## src/rtl/multicycle_control_pkg.sv

```systemverilog
// Shared definitions for the multicycle controller and its datapath.
// Defining CTRL_HALT_EN makes opcode 0xF a legal HALT; otherwise it decodes as illegal.
package multicycle_control_pkg;

  typedef enum logic [3:0] {
    ST_FETCH    = 4'd0,
    ST_DECODE   = 4'd1,
    ST_EXEC_R   = 4'd2,
    ST_EXEC_I   = 4'd3,
    ST_ALU_WB   = 4'd4,
    ST_MEM_ADDR = 4'd5,
    ST_MEM_RD   = 4'd6,
    ST_MEM_WB   = 4'd7,
    ST_MEM_WR   = 4'd8,
    ST_BRANCH   = 4'd9,
    ST_JUMP     = 4'd10,
    ST_HALT     = 4'd11
  } state_e;

  localparam logic [3:0] OPC_ADD  = 4'h0;
  localparam logic [3:0] OPC_SUB  = 4'h1;
  localparam logic [3:0] OPC_AND  = 4'h2;
  localparam logic [3:0] OPC_OR   = 4'h3;
  localparam logic [3:0] OPC_ADDI = 4'h4;
  localparam logic [3:0] OPC_LW   = 4'h5;
  localparam logic [3:0] OPC_SW   = 4'h6;
  localparam logic [3:0] OPC_BEQ  = 4'h7;
  localparam logic [3:0] OPC_BNE  = 4'h8;
  localparam logic [3:0] OPC_JMP  = 4'h9;
  localparam logic [3:0] OPC_HALT = 4'hF;

  localparam logic [3:0] ALU_ADD = 4'd0;
  localparam logic [3:0] ALU_SUB = 4'd1;
  localparam logic [3:0] ALU_AND = 4'd2;
  localparam logic [3:0] ALU_OR  = 4'd3;

  localparam logic [1:0] SRCA_PC   = 2'd0;
  localparam logic [1:0] SRCA_TWO  = 2'd1;
  localparam logic [1:0] SRCA_REG  = 2'd2;
  localparam logic [1:0] SRCA_IMM  = 2'd3;
  localparam logic [1:0] SRCB_REG  = 2'd0;
  localparam logic [1:0] SRCB_TWO  = 2'd1;
  localparam logic [1:0] SRCB_IMM  = 2'd2;
  localparam logic       PCSRC_ALU    = 1'b0;
  localparam logic       PCSRC_ALUOUT = 1'b1;

  typedef struct packed {
    logic       pc_write;
    logic       i_or_d;
    logic       mem_read;
    logic       mem_write;
    logic       ir_write;
    logic       reg_write;
    logic       mem_to_reg;
    logic [1:0] alu_src_a;
    logic [1:0] alu_src_b;
    logic [3:0] alu_op;
    logic       pc_src;
    logic       illegal_op;
    logic       halted;
  } ctrl_t;

  // State entered after DECODE; ST_FETCH marks an illegal opcode.
  function automatic state_e decode_target(input logic [3:0] opc);
    state_e tgt;
    case (opc)
      OPC_ADD, OPC_SUB, OPC_AND, OPC_OR: tgt = ST_EXEC_R;
      OPC_ADDI:                          tgt = ST_EXEC_I;
      OPC_LW, OPC_SW:                    tgt = ST_MEM_ADDR;
      OPC_BEQ, OPC_BNE:                  tgt = ST_BRANCH;
      OPC_JMP:                           tgt = ST_JUMP;
`ifdef CTRL_HALT_EN
      OPC_HALT:                          tgt = ST_HALT;
`endif
      default:                           tgt = ST_FETCH;
    endcase
    return tgt;
  endfunction

  function automatic logic opc_is_legal(input logic [3:0] opc);
    return decode_target(opc) != ST_FETCH;
  endfunction

endpackage

```

## src/rtl/multicycle_control_if.sv

```systemverilog
// Controller <-> datapath bundle: IR opcode and status in, control strobes and selects out.
interface multicycle_control_if #(
  parameter int OPC_W   = 4,
  parameter int ALUOP_W = 4
);
  logic [OPC_W-1:0]   opcode;
  logic               zero;
  logic               mem_ready;
  logic               pc_write;
  logic               i_or_d;
  logic               mem_read;
  logic               mem_write;
  logic               ir_write;
  logic               reg_write;
  logic               mem_to_reg;
  logic [1:0]         alu_src_a;
  logic [1:0]         alu_src_b;
  logic [ALUOP_W-1:0] alu_op;
  logic               pc_src;
  logic               illegal_op;
  logic               halted;
  logic [3:0]         state_o;

  modport master (
    input  opcode, zero, mem_ready,
    output pc_write, i_or_d, mem_read, mem_write, ir_write, reg_write, mem_to_reg,
           alu_src_a, alu_src_b, alu_op, pc_src, illegal_op, halted, state_o
  );

  modport slave (
    output opcode, zero, mem_ready,
    input  pc_write, i_or_d, mem_read, mem_write, ir_write, reg_write, mem_to_reg,
           alu_src_a, alu_src_b, alu_op, pc_src, illegal_op, halted, state_o
  );
endinterface

```

## src/rtl/multicycle_control_ctrl_decode.sv

```systemverilog
// Output decoder: maps the current state (plus IR opcode, Zero, mem_ready) to the control vector.
// HALT only drives halted when CTRL_HALT_EN is defined.
module ctrl_decode
  import multicycle_control_pkg::*;
(
  input  state_e     state_i,
  input  logic [3:0] opcode_i,
  input  logic       zero_i,
  input  logic       mem_ready_i,
  input  logic       rst_n_i,
  output ctrl_t      ctrl_o
);

  ctrl_t raw;

  always_comb begin
    raw = '0;
    case (state_i)
      ST_FETCH: begin
        raw.mem_read  = 1'b1;
        raw.alu_src_a = SRCA_PC;
        raw.alu_src_b = SRCB_TWO;
        raw.alu_op    = ALU_ADD;
        raw.pc_src    = PCSRC_ALU;
        raw.ir_write  = mem_ready_i;
        raw.pc_write  = mem_ready_i;
      end
      ST_DECODE: begin
        raw.alu_src_a  = SRCA_PC;
        raw.alu_src_b  = SRCB_IMM;
        raw.alu_op     = ALU_ADD;
        raw.illegal_op = !opc_is_legal(opcode_i);
      end
      ST_EXEC_R: begin
        raw.alu_src_a = SRCA_REG;
        raw.alu_src_b = SRCB_REG;
        raw.alu_op    = opcode_i;
      end
      ST_EXEC_I, ST_MEM_ADDR: begin
        raw.alu_src_a = SRCA_REG;
        raw.alu_src_b = SRCB_IMM;
        raw.alu_op    = ALU_ADD;
      end
      ST_ALU_WB: raw.reg_write = 1'b1;
      ST_MEM_RD: begin
        raw.mem_read = 1'b1;
        raw.i_or_d   = 1'b1;
      end
      ST_MEM_WB: begin
        raw.reg_write  = 1'b1;
        raw.mem_to_reg = 1'b1;
      end
      ST_MEM_WR: begin
        raw.mem_write = 1'b1;
        raw.i_or_d    = 1'b1;
      end
      ST_BRANCH: begin
        raw.alu_src_a = SRCA_REG;
        raw.alu_src_b = SRCB_REG;
        raw.alu_op    = ALU_SUB;
        raw.pc_src    = PCSRC_ALUOUT;
        raw.pc_write  = (opcode_i == OPC_BEQ) ? zero_i : ((opcode_i == OPC_BNE) && !zero_i);
      end
      ST_JUMP: begin
        raw.alu_src_a = SRCA_IMM;
        raw.alu_src_b = SRCB_IMM;
        raw.alu_op    = ALU_OR;
        raw.pc_src    = PCSRC_ALU;
        raw.pc_write  = 1'b1;
      end
      ST_HALT: begin
`ifdef CTRL_HALT_EN
        raw.halted = 1'b1;
`endif
      end
      default: ;
    endcase
  end

  // Reset parks the FSM in FETCH, whose mem_read must not reach memory until release.
  always_comb begin
    ctrl_o = raw;
    if (!rst_n_i) begin
      ctrl_o.pc_write  = 1'b0;
      ctrl_o.ir_write  = 1'b0;
      ctrl_o.reg_write = 1'b0;
      ctrl_o.mem_read  = 1'b0;
      ctrl_o.mem_write = 1'b0;
    end
  end

endmodule

```

## src/rtl/multicycle_control.sv

```systemverilog
// Multicycle CPU control FSM: state register and next-state logic; outputs come from ctrl_decode.
// Defining CTRL_HALT_EN enables the HALT state for opcode 0xF.
module multicycle_control
  import multicycle_control_pkg::*;
#(
  parameter int OPC_W   = 4,
  parameter int ALUOP_W = 4
) (
  input logic                  clk,
  input logic                  reset,
  multicycle_control_if.master bus
);

  state_e           state_q;
  state_e           state_d;
  logic [OPC_W-1:0] opc_raw;
  logic [3:0]       opc;
  ctrl_t            ctrl;

  assign opc_raw = bus.opcode;
  assign opc     = 4'(opc_raw);

  always_ff @(posedge clk or negedge reset) begin
    if (!reset) begin
      state_q <= ST_FETCH;
    end else begin
      state_q <= state_d;
    end
  end

  always_comb begin
    state_d = state_q;
    case (state_q)
      ST_FETCH:    if (bus.mem_ready) state_d = ST_DECODE;
      ST_DECODE:   state_d = decode_target(opc);
      ST_EXEC_R,
      ST_EXEC_I:   state_d = ST_ALU_WB;
      ST_ALU_WB:   state_d = ST_FETCH;
      ST_MEM_ADDR: state_d = (opc == OPC_LW) ? ST_MEM_RD : ST_MEM_WR;
      ST_MEM_RD:   if (bus.mem_ready) state_d = ST_MEM_WB;
      ST_MEM_WB:   state_d = ST_FETCH;
      ST_MEM_WR:   if (bus.mem_ready) state_d = ST_FETCH;
      ST_BRANCH,
      ST_JUMP:     state_d = ST_FETCH;
`ifdef CTRL_HALT_EN
      ST_HALT:     state_d = ST_HALT;
`else
      ST_HALT:     state_d = ST_FETCH;
`endif
      default:     state_d = ST_FETCH;
    endcase
  end

  ctrl_decode u_decode (
    .state_i     (state_q),
    .opcode_i    (opc),
    .zero_i      (bus.zero),
    .mem_ready_i (bus.mem_ready),
    .rst_n_i     (reset),
    .ctrl_o      (ctrl)
  );

  assign bus.pc_write   = ctrl.pc_write;
  assign bus.i_or_d     = ctrl.i_or_d;
  assign bus.mem_read   = ctrl.mem_read;
  assign bus.mem_write  = ctrl.mem_write;
  assign bus.ir_write   = ctrl.ir_write;
  assign bus.reg_write  = ctrl.reg_write;
  assign bus.mem_to_reg = ctrl.mem_to_reg;
  assign bus.alu_src_a  = ctrl.alu_src_a;
  assign bus.alu_src_b  = ctrl.alu_src_b;
  assign bus.alu_op     = ALUOP_W'(ctrl.alu_op);
  assign bus.pc_src     = ctrl.pc_src;
  assign bus.illegal_op = ctrl.illegal_op;
  assign bus.halted     = ctrl.halted;
  assign bus.state_o    = state_q;

endmodule

```

## src/flat_wrapper.sv

```systemverilog
// flat-port wrapper written by rule: the top's interface ports become plain ports
module multicycle_control_flat import multicycle_control_pkg::*;
#(
  parameter int OPC_W   = 4,
  parameter int ALUOP_W = 4
)
  (clk, reset, bus_opcode, bus_zero, bus_mem_ready, bus_pc_write, bus_i_or_d, bus_mem_read, bus_mem_write, bus_ir_write, bus_reg_write, bus_mem_to_reg, bus_alu_src_a, bus_alu_src_b, bus_alu_op, bus_pc_src, bus_illegal_op, bus_halted, bus_state_o);
  multicycle_control_if #(.OPC_W(OPC_W), .ALUOP_W(ALUOP_W)) bus_i ();
  input logic clk;
  input logic reset;
  input wire logic [$bits(bus_i.opcode)-1:0] bus_opcode;
  input wire logic [$bits(bus_i.zero)-1:0] bus_zero;
  input wire logic [$bits(bus_i.mem_ready)-1:0] bus_mem_ready;
  output wire logic [$bits(bus_i.pc_write)-1:0] bus_pc_write;
  output wire logic [$bits(bus_i.i_or_d)-1:0] bus_i_or_d;
  output wire logic [$bits(bus_i.mem_read)-1:0] bus_mem_read;
  output wire logic [$bits(bus_i.mem_write)-1:0] bus_mem_write;
  output wire logic [$bits(bus_i.ir_write)-1:0] bus_ir_write;
  output wire logic [$bits(bus_i.reg_write)-1:0] bus_reg_write;
  output wire logic [$bits(bus_i.mem_to_reg)-1:0] bus_mem_to_reg;
  output wire logic [$bits(bus_i.alu_src_a)-1:0] bus_alu_src_a;
  output wire logic [$bits(bus_i.alu_src_b)-1:0] bus_alu_src_b;
  output wire logic [$bits(bus_i.alu_op)-1:0] bus_alu_op;
  output wire logic [$bits(bus_i.pc_src)-1:0] bus_pc_src;
  output wire logic [$bits(bus_i.illegal_op)-1:0] bus_illegal_op;
  output wire logic [$bits(bus_i.halted)-1:0] bus_halted;
  output wire logic [$bits(bus_i.state_o)-1:0] bus_state_o;
  assign bus_i.opcode = bus_opcode;
  assign bus_i.zero = bus_zero;
  assign bus_i.mem_ready = bus_mem_ready;
  assign bus_pc_write = bus_i.pc_write;
  assign bus_i_or_d = bus_i.i_or_d;
  assign bus_mem_read = bus_i.mem_read;
  assign bus_mem_write = bus_i.mem_write;
  assign bus_ir_write = bus_i.ir_write;
  assign bus_reg_write = bus_i.reg_write;
  assign bus_mem_to_reg = bus_i.mem_to_reg;
  assign bus_alu_src_a = bus_i.alu_src_a;
  assign bus_alu_src_b = bus_i.alu_src_b;
  assign bus_alu_op = bus_i.alu_op;
  assign bus_pc_src = bus_i.pc_src;
  assign bus_illegal_op = bus_i.illegal_op;
  assign bus_halted = bus_i.halted;
  assign bus_state_o = bus_i.state_o;
  multicycle_control #(.OPC_W(OPC_W), .ALUOP_W(ALUOP_W)) u_core (.clk(clk), .reset(reset), .bus(bus_i));
endmodule
```

## config.mk

```make
export PLATFORM = sky130hd
export DESIGN_NAME = multicycle_control_flat
export DESIGN_NICKNAME = d
export VERILOG_FILES = /design/src/rtl/multicycle_control_pkg.sv /design/src/rtl/multicycle_control_if.sv /design/src/rtl/multicycle_control_ctrl_decode.sv /design/src/rtl/multicycle_control.sv /design/src/flat_wrapper.sv
export SDC_FILE = /design/constraint.sdc
export NUM_CORES = 1
export LEC_CHECK = 0
export ABC_AREA = 1
export BUFFER_PORTS_ARGS = -buffer_cell sky130_fd_sc_hd__buf_2
export CAP_MARGIN = 15
export CORE_MARGIN = 8
export CORE_UTILIZATION = 38
export CTS_CLUSTER_DIAMETER = 80
export DETAILED_ROUTE_END_ITERATION = 7
export PLACE_DENSITY = 0.82
export SLEW_MARGIN = 30
export SYNTH_ARGS = -nofsm -noshare
export SYNTH_HDL_FRONTEND = slang
export SYNTH_SLANG_ARGS = --single-unit
```

## constraint.sdc

```tcl
create_clock -name clk -period 1.07 [get_ports clk]
set_input_delay 0.1605 -clock clk [delete_from_list [all_inputs] [get_ports clk]]
set_output_delay 0.1605 -clock clk [all_outputs]
set_load 0.005 [all_outputs]
```

Word-level counts from Yosys, hierarchy flattened
Memories as Yosys holds them, arrays and structs flattened.
Index checks and enable logic that the tools add are counted.

cells by class
  equal/unequal tests = 16
  add/subtract/negate cells = 0
  magnitude comparators = 0
  shifts and indexed selects = 0
  multiply operators = 0
  reductions and logical operators = 11
  bitwise operators = 0
  divide/modulo/power cells = 0
  multiplexer cells = 19

operator list
  cell                  number
  $pmux W8 S6           1
  $eq A4 B3 Y1 const B  6
  $mux W4               6
  $pmux W4 S6           1
  $eq A4 B4 Y1 const B  4
  $mux W1               10
  $reduce_or A2 Y1      5
  $eq A4 B2 Y1 const B  2
  $ne A2 B2 Y1 const B  3
  $eq A4 B1 Y1 const B  1
  $logic_not A4 Y1      1
  $reduce_bool A4 Y1    1
  $pmux W1 S3           1
  $reduce_and A3 Y1     1
  $logic_not A1 Y1      2
  $logic_and A1 B1 Y1   1

word-level totals
  bits in latches = 0
  output and inout bits = 22
  bits in registers = 4
  ROM bits = 128
  word-level logic and storage cells = 49
  memory bits (writable) = 0
  memories = 2

memories
  memory           words  bits a word  read ports  clocked after memory_dff  write ports  line                          text
  (no name shown)  16     4            1           0                         0            multicycle_control_pkg.sv:66  case (opc)
  (no name shown)  16     4            1           0                         0            multicycle_control_pkg.sv:66

Depth between registers and ports, before layout
Gate-level depths: netlist of run 1.

  depth in word-level cells = 5
  gate-level depth with buffers = 8
  gate-level depth less buffers = 8

Modules after synthesis
Synthesis of run 1 repeated with hierarchy kept, for this count alone.

second synthesis, totals
  cell total of the unflattened synthesis = 123
  area, all modules = 664.4 µm²

by module, submodules not included
  module              cells each  seq. area each (µm²)  area each (µm²)  instances
  multicycle_control  55          100.1                 359.1            1
  ctrl_decode         68          0.0                   305.3            1

Worst setup path after synthesis of run 1
OpenSTA, ideal clock, no wires.

  path type = register to output
  start point = register u_core.state_q[1] (netlist: u_core.bus.state_o[1])
  end point = output port bus_pc_write
  stages on the path, launching flop included = 6
  required time = 0.910 ns
  path slack = -0.066 ns
  path buffers = 0
  data arrival time = 0.976 ns
  cell sequence = dfrtp_1 inv_2 nand2_2 nor2_2 nand3_1 a21oi_1

on the way
  longest elaborated chain between the ends = 3

RTL lines
  item                                              line                                  text
  start, declared                                   multicycle_control.sv:14              state_e state_q;
  start signal, assigned                            multicycle_control.sv:27              state_q <= state_d;
  $eq A4 B4 Y1 or $logic_not A4 Y1 (tied branches)  multicycle_control_ctrl_decode.sv:18  case (state_i)
  $pmux W1 S3 (*)                                   multicycle_control_ctrl_decode.sv:18
  $mux W1 (*)                                       multicycle_control_ctrl_decode.sv:83  if (!rst_n_i) begin
  end, declared                                     flat_wrapper.sv:14                    output wire logic [$bits(bus_i.pc_write)-1:0] bus_pc_write;

Every way passes the cells marked *; elsewhere a longest branch is shown, timed or not.

Final worst setup path of run 1
  start point = register u_core.state_q[0] (netlist: u_core.bus.state_o[0])
  end point = output port bus_pc_write

Same word-level chain as after synthesis.

==> flow_metrics.env, run 1 <==
export IMPL_io_pins=30
export IMPL_setup_viol=21
export IMPL_worst_setup_path_end_kind="primary output"
export IMPL_place_inst=153
export IMPL_htreeDepth=1
export IMPL_via_per_inst=4.88
export IMPL_yosysWarnings=0
export IMPL_drive_gt1_share_pct=56.8
export IMPL_cp_data_arrival_time_ns=1.38
export IMPL_placed_area_um2=812
export IMPL_synth_top_area_share_pct=19.4
export IMPL_start_util_pct=40.2
export IMPL_irDropWorstVdd_uv=1450
export IMPL_preCtsSetupSlack_ns=-0.190
export IMPL_syn_area_um2=523
export IMPL_n_fill_cell=101
export IMPL_grt_pass1_vias=760
export IMPL_synth_edf_count=0
export IMPL_skew_ns=0.00343
export IMPL_dp_hpwl_um=1490
export IMPL_p_leak_uw=0.000600
export IMPL_drtIter0Drc=11
export IMPL_maxSlewViolCount=0
export IMPL_grt_pass1_wl_um=3040
export IMPL_status="finished with violations"
export IMPL_wl_per_cell_um=13.2
export IMPL_timing_final_crit_period_ns=1.54
export IMPL_dr_wl_met2_um=1100
export IMPL_design_core_area_mm2=0.00130
export IMPL_worstSkewPairLatency_ns=0.24
export IMPL_cts_sinks=4
export IMPL_cts_root_buf="clkbuf_4"
export IMPL_wl_met1_um=919
export IMPL_largest_reg_flops=4
export IMPL_yosys_most_used_dff="dfrtp_1"
export IMPL_drt_total_wl_um=2130
export IMPL_async_reset_ff_share_pct=100
export IMPL_synth_common_cells="nand2_1 (27), inv_1 (17), nor2_1 (14)"
export IMPL_worstSetupPathType="flop to primary output"
export IMPL_port_buffers=28
export IMPL_cts_tree="built"
export IMPL_synth_seq_cells=4
export IMPL_first_pass_iters=4
export IMPL_min_path_type="input port to flop"
export IMPL_row_count=13
export IMPL_ff2ff_path_depth=8
export IMPL_rsz0062_at_grt="yes"
export IMPL_wl_met3_um=83
export IMPL_r2r_end="u_core.bus.state_o[0]"
export IMPL_ys_seq_area_share_pct=19.1
export IMPL_violations="negative setup slack"
export IMPL_worstHoldEndpoint="u_core.bus.state_o[3]"
export IMPL_synth_area_leaders="nand2_1 (19%), dfrtp_1 (19%), inv_1 (12%)"
export IMPL_synth_distinct_cells=18
export IMPL_synth_avg_cell_area_um2=5.56
export IMPL_synth_nets=105
export IMPL_synthToLayoutAreaGrowth_pct=86.1
export IMPL_diodes=0
export IMPL_vias=786
export IMPL_worst_setup_path_start_kind="flop"
export IMPL_multi_input_area_um2=429
export IMPL_die_y_um=53.1
export IMPL_crit_required_ns=0.91
export IMPL_fin_ws_ns=-0.474
export IMPL_yosysTopAreaCell="nand2_1"
export IMPL_place_congestion=0.867
export IMPL_hold_viol=0
export IMPL_r2r_start="u_core.bus.state_o[2]"
export IMPL_dieWidth_um=53.1
export IMPL_grt_usage_pct=13.7
export IMPL_utilization_pct=74.8
export IMPL_grt_ovfl_total=0
export IMPL_min_from="bus_mem_ready"
export IMPL_fmax_ghz=0.648
export IMPL_postSynthCellCount=94
export IMPL_min_path_cells=2
export IMPL_clkTransAtPathRegs_ns=0.03
export IMPL_fin_area_um2=973
export IMPL_post_route_period_util_pct=144
export IMPL_power_uw=2190
export IMPL_cap_violations=0
export IMPL_antenna_found_initial=0
export IMPL_grt_max_degree=6
export IMPL_seq_area_um2=104
export IMPL_top_layer="met4"
export IMPL_synth_most_common_cell="nand2_1"
export IMPL_stdcell_count=161
export IMPL_cp_max_fo=5
export IMPL_antenna_left=0
export IMPL_cts_buffer_depth=2
export IMPL_die_area_mm2=0.00282
export IMPL_drc=0
export IMPL_layout_nets=159
export IMPL_cts_made_buffers=3
export IMPL_reg2reg_slack_ns=-0.14
export IMPL_powerDensity_mw_per_mm2=2250
==> where the power goes <==
| part | switching (uW) | internal (uW) | leakage (uW) |
|---|---|---|---|
| clock network | 61.1 | 125 | 0.0000138 |
| logic | 908 | 750 | 0.000537 |
| registers | 122 | 223 | 0.0000486 |
==> placed cells by master, fill, tap and decap left out, types with 2 or more instances in the layout <==
cell type,count
buf_2,27
nand2_1,22
buf_4,18
inv_1,14
nor2_1,8
nor2_4,5
nor2_2,5
inv_2,4
nand2_2,4
nand3_1,4
buf_6,4
nand3_2,3
o21ai_0,3
ha_1,3
clkbuf_4,3
dfrtp_2,3
nand2_4,2
o211ai_1,2
nor3_2,2
a21oi_2,2
==> critical path: stages (launching register included) <==
cell	delay, ns
dfrtp_2	0.46
nor2_2	0.20
nand3_2	0.13
nand2_1	0.10
inv_1	0.05
a21oi_2	0.10
buf_2	0.12
==> worst max-delay path by stage <==
stage | startpoint | to | cells past startpoint | slack [ns]
finish | u_core.bus.state_o[0] | bus_pc_write | 6 | -0.47
global route | u_core.bus.state_o[0] | bus_pc_write | 6 | -0.53
CTS | u_core.bus.state_o[3] | bus_illegal_op | 6 | -0.41
detailed placement | u_core.bus.state_o[3] | bus_pc_write | 6 | -0.19
global placement | u_core.bus.state_o[3] | bus_pc_write | 6 | -0.17
floorplan | u_core.bus.state_o[1] | bus_pc_write | 5 | -0.05
==> stage by stage <==
step	hold slack, ns	setup TNS, ns
finish	0.213	-6.63
global route	0.226	-8.14
CTS	0.222	-6.14
detailed placement	0.0572	-1.99
global placement	0.0531	-1.49
floorplan	-0.135	-0.0892
==> layer usage <==
layer | vias to the layer above | track usage [%]
li1 | 394 | -
met1 | 367 | 15.5
met2 | 21 | 24.2
met3 | 4 | 3.08
met4 | 0 | 5.04
met5 | - | 0
==> layout make-up <==
class	instances	share of cell area, %
clock buffer	3	2.31
inverter	19	7.58
multi-input combinational	70	44.1
sequential	4	10.7
tap	15	1.93
timing repair buffer	50	33.4
==> kinds of logic (layout without fill, tap and decap cells) <==
kind of cell	after synthesis	in the layout	synth area share, %
simple gates	57	57	48.3
other cells	1	1	0.717
fa+ha+maj	3	3	7.18
buf+inv	20	72	15.1
compound gates	9	9	9.57
flops	4	4	19.1
==> repair_timing <==
| action | 4_1_cts | 5_1_grt |
|---|---|---|
| gates resized for setup | 17 | 15 |
| setup buffers | 1 | 3 |
| setup endpoints to repair | 21 | 21 |
| endpoints found under the hold margin | 4 | 0 |
| hold buffers | 1 | 0 |
| pin swaps | 2 | 8 |
Power figures use the tool's default switching activity.
==> inputs of run 2 (changes only) <==
--- a/config.mk
+++ b/config.mk
@@ -8,11 +8,11 @@
 export ABC_AREA = 1
 export BUFFER_PORTS_ARGS = -buffer_cell sky130_fd_sc_hd__buf_2
 export CAP_MARGIN = 15
-export CORE_MARGIN = 8
-export CORE_UTILIZATION = 38
+export CORE_AREA = 8 8 45 47
 export CTS_CLUSTER_DIAMETER = 80
 export DETAILED_ROUTE_END_ITERATION = 7
-export PLACE_DENSITY = 0.82
+export DIE_AREA = 0 0 53 55
+export PLACE_DENSITY = 0.81
 export SLEW_MARGIN = 30
 export SYNTH_ARGS = -nofsm -noshare
 export SYNTH_HDL_FRONTEND = slang
==> constraint.sdc (replaced) <==
create_clock -name clk -period 2 [get_ports clk]
set_input_delay 0.3 -clock clk [delete_from_list [all_inputs] [get_ports clk]]
set_output_delay 0.3 -clock clk [all_outputs]
set_load 0.01 [all_outputs]
==> flow_metrics.env, run 2 (synthesis results as in run 1) <==
export IMPL_status="finished, final reports clean"
export IMPL_timing_final_crit_period_ns=1.75
export IMPL_port_buffers=28
export IMPL_internal_power_uw=409
export IMPL_grt_pass1_vias=634
export IMPL_skew_ns=0.00211
export IMPL_maxSlewViolCount=0
export IMPL_grt_ovfl_total=0
export IMPL_clkTransAtPathRegs_ns=0.04
export IMPL_timing_critical_path_mode_cell="buf_2"
export IMPL_largest_reg_flops=4
export IMPL_grt_max_degree=6
export IMPL_grt_usage_pct=10.5
export IMPL_layout_nets=138
export IMPL_first_pass_iters=4
export IMPL_cts_tree="built"
export IMPL_design_core_area_mm2=0.00138
export IMPL_antenna_left=0
export IMPL_p_leak_uw=0.000476
export IMPL_powerDensity_mw_per_mm2=1230
export IMPL_synthToLayoutAreaGrowth_pct=35.4
export IMPL_crit_required_ns=1.70
export IMPL_worst_setup_path_end_kind="primary output"
export IMPL_preCtsSetupSlack_ns=0.469
export IMPL_htreeDepth=1
export IMPL_irDropWorstVdd_uv=618
export IMPL_die_y_um=55
export IMPL_hold_viol=0
export IMPL_cts_root_buf="clkbuf_4"
export IMPL_cp_data_arrival_time_ns=1.45
export IMPL_hold_buffers=1
export IMPL_ctsResizeCount=0
export IMPL_switching_share_pct=53.0
export IMPL_worstSetupPathType="input port to primary output"
export IMPL_wl_per_cell_um=10.9
export IMPL_p_clk_share_pct=10.9
export IMPL_drt_total_wl_um=1540
export IMPL_rsz0062_at_grt="no"
export IMPL_dp_hpwl_um=1320
export IMPL_drive_gt1_share_pct=31.2
export IMPL_p_comb_share_pct=71.2
export IMPL_worstSkewPairLatency_ns=0.23
export IMPL_post_route_period_util_pct=87.7
export IMPL_vias=659
export IMPL_min_path_type="input port to flop"
export IMPL_dieWidth_um=53
export IMPL_drc=0
export IMPL_final_cell_mix="buf_2 (28), nand2_1 (27), inv_1 (17), nor2_1 (14), nand3_1 (7)"
export IMPL_cap_violations=0
export IMPL_crit_chain="dlygate4sd3_1, buf_2, inv_1, nor3_1, buf_2"
export IMPL_diodes=0
export IMPL_cts_sinks=4
export IMPL_die_area_mm2=0.00292
export IMPL_switchingPower_uw=462
export IMPL_place_congestion=0.897
export IMPL_seq_power_share_pct=17.9
export IMPL_row_count=14
export IMPL_start_util_pct=37.8
export IMPL_setup_viol=0
export IMPL_finalSetupTns_ns=0
export IMPL_cp_slowest_cell="dlygate4sd3_1"
export IMPL_fmax_ghz=0.570
export IMPL_cts_made_buffers=3
export IMPL_cp_max_fo=5
export IMPL_grt_pass1_wl_um=2420
export IMPL_io_pins=30
export IMPL_fin_ws_ns=0.245
export IMPL_drtIter0Drc=10
export IMPL_antenna_found_initial=0
export IMPL_final_common_cell="buf_2"
export IMPL_post_cts_buffers=0
export IMPL_worst_setup_path_start_kind="input port"
export IMPL_slowest_delay_ns=0.54
export IMPL_cts_buffer_depth=2
export IMPL_via_per_inst=4.67
run 2: per-layer routing:
layer	part of all wire, %	global-route usage [%]	up-vias	wire (um)
met5	0	0	-	0
met4	0	2.59	0	0
met3	7.6	2.94	0	116
met2	51	18.9	22	779
met1	42	11.9	284	640
li1	-	-	353	-
run 2: through the flow:
stage	hold WS, ns	util (%)	instances	area, um2	total power [uW]
after global routing	0.343	51.2	141	708	963
after CTS	0.319	51.2	141	708	884
after detailed placement	0.114	48.8	137	676	785
after global placement	0.108	48.8	137	676	770
after floorplan	0.00441	-	94	523	569
final	0.322	51.2	141	708	871
run 2: critical path: cells and delay by family:
kind | cells | cell delay, ns
buf+inv | 4 | 0.97
simple gates | 1 | 0.18
run 2: worst paths after layout:
| check | startpoint | cells past startpoint | to | slack (ns) |
|---|---|---|---|---|
| setup / recovery | reset | 5 | bus_reg_write | 0.25 |
| max in group asynchronous | reset | 2 | u_core.bus.state_o[2] | 1.43 |
| min in group asynchronous | reset | 2 | u_core.bus.state_o[1] | 0.44 |
| hold reg to reg | u_core.bus.state_o[3] | 5 | u_core.bus.state_o[1] | 0.74 |
| hold / removal | bus_mem_ready | 2 | u_core.bus.state_o[3] | 0.32 |
| setup reg to reg | u_core.bus.state_o[2] | 7 | u_core.bus.state_o[0] | 0.88 |
run 2: area by class of cell:
type	count	area [um2]
inverter	19	71.3
sequential	4	100
fill	151	676
timing repair buffer	29	150
tap	16	20.0
multi-input combinational	70	344
clock buffer	3	22.5
run 2: power by group through the flow:
stage | Sequential (uW) | Combinational [uW] | Clock [uW]
detailed placement | 157 | 628 | 0
CTS | 155 | 632 | 97.9
floorplan | 168 | 401 | 0
finish | 156 | 620 | 95.3
global route | 161 | 696 | 106
global placement | 155 | 616 | 0
